===== src/rtl/status_reg.sv =====
// status_reg: processor status flags N V D I Z C with push/pull formatting, IRQ gating and branch test.
// Define STATUS_REG_BCD_EN to drive bcd from D; otherwise bcd is tied low.
module status_reg (
    input  logic       clk,
    input  logic       reset,
    input  logic       alu_zero,
    input  logic       alu_negative,
    input  logic       alu_overflow,
    input  logic       alu_c_out,
    input  logic       upd_nz,
    input  logic       upd_c,
    input  logic       upd_v,
    input  logic [2:0] set_op,
    input  logic       pull_en,
    input  logic [7:0] pull_data,
    input  logic       push_brk,
    input  logic       instr_done,
    input  logic       irq_in,
    input  logic [2:0] cond,
    output logic [7:0] p_out,
    output logic       c_in,
    output logic       bcd,
    output logic       irq_mask,
    output logic       irq_req,
    output logic       branch_taken
);
    localparam logic [2:0] CLC = 3'd1, SEC = 3'd2, CLD = 3'd3, SED = 3'd4, CLI = 3'd5, SEI = 3'd6, CLV = 3'd7;
    logic n, v, d, i, z, c, i_eff;
    logic n_nx, v_nx, d_nx, i_nx, z_nx, c_nx, sel_flag;
    always_comb begin
        n_nx = pull_en ? pull_data[7] : upd_nz ? alu_negative : n;
        z_nx = pull_en ? pull_data[1] : upd_nz ? alu_zero : z;
        c_nx = pull_en ? pull_data[0] : set_op == CLC ? 1'b0 : set_op == SEC ? 1'b1 : upd_c ? alu_c_out : c;
        v_nx = pull_en ? pull_data[6] : set_op == CLV ? 1'b0 : upd_v ? alu_overflow : v;
        d_nx = pull_en ? pull_data[3] : set_op == CLD ? 1'b0 : set_op == SED ? 1'b1 : d;
        i_nx = pull_en ? pull_data[2] : set_op == CLI ? 1'b0 : set_op == SEI ? 1'b1 : i;
    end
    always_ff @(posedge clk) begin
        if (reset) begin
            {n, v, d, z, c} <= 5'b0;
            i <= 1'b1;
            i_eff <= 1'b1;
        end else begin
            {n, v, d, i, z, c} <= {n_nx, v_nx, d_nx, i_nx, z_nx, c_nx};
            // i_eff samples the pre-write I so mask changes take effect one instruction late
            i_eff <= instr_done ? i : i_eff;
        end
    end
    assign p_out = {n, v, 1'b1, push_brk, d, i, z, c};
    assign c_in = c;
    assign irq_mask = i;
    assign irq_req = irq_in & ~i_eff;
    assign sel_flag = cond[2] ? (cond[1] ? z : c) : (cond[1] ? v : n);
    assign branch_taken = sel_flag == cond[0];
`ifdef STATUS_REG_BCD_EN
    assign bcd = d;
`else
    assign bcd = 1'b0;
`endif
endmodule


===== config.mk =====
export PLATFORM = sky130hd
export DESIGN_NAME = status_reg
export DESIGN_NICKNAME = d
export VERILOG_FILES = /design/src/rtl/status_reg.sv
export SDC_FILE = /design/constraint.sdc
export NUM_CORES = 1
export LEC_CHECK = 0
export BUFFER_PORTS_ARGS = -buffer_cell sky130_fd_sc_hd__clkbuf_2
export CAP_MARGIN = 40
export CELL_PAD_IN_SITES_DETAIL_PLACEMENT = 0
export CELL_PAD_IN_SITES_GLOBAL_PLACEMENT = 1
export CORE_ASPECT_RATIO = 1.2
export CORE_MARGIN = 5
export CORE_UTILIZATION = 22
export CTS_BUF_LIST = sky130_fd_sc_hd__clkbuf_4
export DETAILED_ROUTE_END_ITERATION = 6
export PLACE_DENSITY = 0.74
export SLEW_MARGIN = 20
export SYNTH_ARGS = -nofsm -noshare
export SYNTH_HDL_FRONTEND = slang
export SYNTH_SLANG_ARGS = --single-unit

===== constraint.sdc =====
create_clock -name clk -period 1.2 [get_ports clk]
set_clock_uncertainty 0.15 [all_clocks]
set_input_delay 0.24 -clock clk [delete_from_list [all_inputs] [get_ports clk]]
set_output_delay 0.24 -clock clk [all_outputs]
set_load 0.02 [all_outputs]

# Word level (Yosys, flattened, before mapping)
# Cells that the tools add are included.
# totals
register_bits	7
latchBits	0
ramBits	0
romBits	0
input_bits	27
output_inout_bits	13
word_cells	42
n_memories	0
# classes
addsub	0
n_mul	0
div_mod_pow	0
magnitude_cmp	0
n_eq_ne	8
shift	0
mux	20
n_bitwise	2
n_reduce_logical	5
# op_table
cell	count
1-bit 2-to-1 mux	20
3-bit equality test, second input constant	4
3-bit nonzero test	3
3-bit by 2-bit equality test with 1-bit output, second input constant	2
4-bit nonzero test	1
3-bit by 1-bit equality test with 1-bit output, second input constant	1
2-bit nonzero test	1
1-bit AND	1
1-bit equality test	1
1-bit NOT	1

# Longest topological paths before layout
# depth
word_depth	4
ltp_mapped	4
depth_no_buf	4

# Worst setup path before layout
# Ideal clock, no wire load.
# synth_timing
path_kind	register to output
from	reg c (netlist: c_in)
to	out branch_taken
arrival_time_ps	1239
required_time_ps	810
path_slack_ps	-429
path_stages_with_launch	3
n_path_buf	0
path_cell_list	dfxtp_1 -> mux4_2 -> xnor2_1
# synth_via
elab_chain_len	3
# synth_rtl
item	line_no	text
start, declared	28	logic n, v, d, i, z, c, i_eff;
start signal, assigned	44	{n, v, d, i, z, c} <= {n_nx, v_nx, d_nx, i_nx, z_nx, c_nx};
1-bit 2-to-1 mux (2 in series)	53	assign sel_flag = cond[2] ? (cond[1] ? z : c) : (cond[1] ? v : n);
1-bit equality test	54	assign branch_taken = sel_flag == cond[0];
end, declared	25	output logic branch_taken
# Every way passes these cells.

# Final worst setup path
# layout_timing
from	reg z
to	out branch_taken
# layout_via
elab_chain_len	3
# layout_rtl
item	line_no
start, declared	28
start signal, assigned	44
1-bit 2-to-1 mux (2 in series)	53
1-bit equality test	54
# Every way passes these cells.

==> metrics.md <==
| Metric | Value |
|---|---|
| CTS tree | built |
| Synth async-reset ratio | 0% |
| Layout area overhead | 70.8% |
| DR vias | 503 |
| Antenna Nets Post-Route | 0 |
| Full die area | 3050 um^2 |
| Type of origin of the critical path | flip-flop |
| Total power divided by cell area | 999 nW/um^2 |
| Core area | 2000 um^2 |
| Sequential share of the synthesized area | 31.2% |
| PnR worst setup slack | -0.578 ns |
| Pre-CTS WS | -0.423 ns |
| Row Count | 18 |
| Total GRT Usage | 8.50% |
| Top Usage Layer GRT | met2 |
| Yosys warns | 0 |
| CTS HTree Levels | 1 |
| Cells after synthesis | 54 |
| Overall Power | 0.767 mW |
| Setup TNS | -0.814 ns |
| GP Congestion | 0.632 |
| Final net count | 115 |
| Fin crit period | 1.78 ns |
| Number of global-route vias before repair | 464 |
| Residual DRC | 0 |
| Final Core Density | 38.3% |
| FF-to-FF Start | c_in |
| Crit path required time | 0.81 ns |
| Most common cell after layout, fill and taps aside | clkbuf_2 |
| CTS Buf Count | 3 |
| Antenna diode count | 0 |
| IO Port Bufs | 33 |
| Vias per cell | 4.70 |
| Hold-critical path depth | 2 |
| R2r worst-path depth | 5 |
| Clock Root Buffer | clkbuf_4 |
| Starting Density | 22.4% |
| Worst R2R End | c_in |
| Register bit total from synthesis | 7 |
| Final slew viol count | 0 |
| Clock tree buffer depth | 2 |
| Number of detailed-route iterations in the first pass | 3 |
| Hold path endpoint | irq_mask |
| Register area | 150 um^2 |
| HP Class | in2reg |
| Arrival time at the worst endpoint | 1.39 ns |
| Leakage Power | 0.381 nW |
| Die Y | 59.5 um |
| M2 GR Usage | 14.5% |
| Netlist Area Pre-Place | 449 um^2 |
| Post-DP HPWL | 993 um |
| Reg2Reg Setup Slack | -0.11 ns |
| Placed Area | 617 um^2 |
| Met1 Use GR | 8.98% |
| Met3 usage | 5.54% |
| Failing checks | negative setup slack |
| Pin count of the biggest net entering global routing | 13 |
| Status | complete, but fails checks |
| Syn Nets | 81 |
| Wire per inst | 12.2 um |
| Finished Cell Area | 767 um^2 |
| CTS sink cnt | 7 |
| Max-cap violations | 0 |
| Worst setup EP type | primary output |
| Grt total ovfl | 0 |
| Area occupied by multi-input gates | 255 um^2 |
| Drt total wl | 1.30 mm |
| Fin crit share | 148% |
| Die width | 51.3 um |
| DRT iter0 DRCs | 6 |
| Max Clock Freq | 562 MHz |
| # setup viols final | 6 |
| Clk_lat worst skew | 0.25 ns |
| Post-synth EDFFs | 0 |
| Io pins | 40 |
| Hold path start | pull_data[2] |
| Initial antenna violation count | 0 |
| RSZ-0062 raised after global routing | yes |
| Global-route wire length before repair | 1.91 mm |
| Fillcell total | 217 |
| Yosys cell types | 19 |
| Syn avg cell area | 8.32 um^2 |
| Top_reg_cell synth | dfxtp_1 |
| Crit Path Class | reg2out |
| Share of layout cells above drive strength 1 | 62.1% |
| Hold Fails Final Rpt | 0 |
| CP Max Fanout | 2 |
| Worst-path clk slew | 0.05 ns |
| Peak supply drop | 0.967 mV |
| Commonest cells after routing, fill and taps aside | 23 x clkbuf_2, 8 x a21oi_1, 6 x buf_8, 6 x buf_4 |
==> worst max-delay path by stage <==
stage | from | to | cells past startpoint
6_report | z | branch_taken | 3
3_3_place_gp | cond[2] | branch_taken | 4
4_1_cts | z | branch_taken | 3
3_5_place_dp | cond[2] | branch_taken | 4
2_1_floorplan | c_in | branch_taken | 2
5_1_grt | z | branch_taken | 3
==> metal layers <==
metal | wire (um) | vias to the layer above
met5 | 0 | -
met4 | 0 | 0
met3 | 152 | 0
met2 | 655 | 29
met1 | 495 | 231
li1 | - | 243
==> flip-flops by register name (all words and copies together) (netlist names) <==
signal	cells
d	1
v	1
i_eff	1
c_in	1
n	1
irq_mask	1
z	1
==> worst max-delay path, cell delays in order, from the launching register on <==
cell	delay, ns
dfxtp_2	0.32
mux4_2	0.53
xnor2_4	0.17
buf_8	0.12
==> layout make-up <==
type,instances,share of cell area [%]
Timing Repair Buffer,39,38.5
Multi-Input combinational cell,34,33.3
Sequential cell,7,19.6
Clock buffer,4,3.92
Tap cell,20,3.26
Inverter,3,1.47
==> through the flow <==
| stage | std cells | hold slack, ns |
|---|---|---|
| after floorplan | 54 | 0.159 |
| after global placement | 101 | 0.298 |
| after detailed placement | 101 | 0.302 |
| after CTS | 106 | 0.0337 |
| after global routing | 107 | 0.0180 |
| final | 107 | 0.0438 |
==> synth_stat cells, types with 2 or more instances <==
library cell	instances	area share, %
dfxtp_1	7	31
nor2_1	5	4.2
conb_1	2	1.7
inv_1	3	2.5
o21ai_0	2	2.2
a21oi_1	9	10
mux2i_1	3	6.7
nor2b_1	2	2.8
buf_4	9	15
a211o_1	3	5.9
==> cell families (layout without fill, tap and decap cells) <==
kind of cell,after synthesis,count (layout),synth area share (%)
compound gates,18,18,24.5
flops,7,7,31.2
mux,5,5,14.2
simple gates,8,8,7.80
buf+inv,13,46,18.7
xor+xnor,1,1,1.95
other cells,2,2,1.67
==> power breakdown <==
part           switching (mW)  internal [mW]  leakage (nW)  total (mW)
Sequential             0.0127          0.252        0.0592       0.264
Combinational           0.119          0.149         0.303       0.268
Clock                  0.0846          0.149        0.0184       0.234
Total                   0.216          0.550         0.381       0.767
==> repair_timing <==
action / 4_1_cts / 5_1_grt
pin swaps: 3 / 5
hold buffers: 0 / 0
resized for setup: 21 / 20
setup endpoints to repair: 10 / 13
buffers inserted: 1 / 2
No activity file was read; power rests on OpenSTA's default activity.
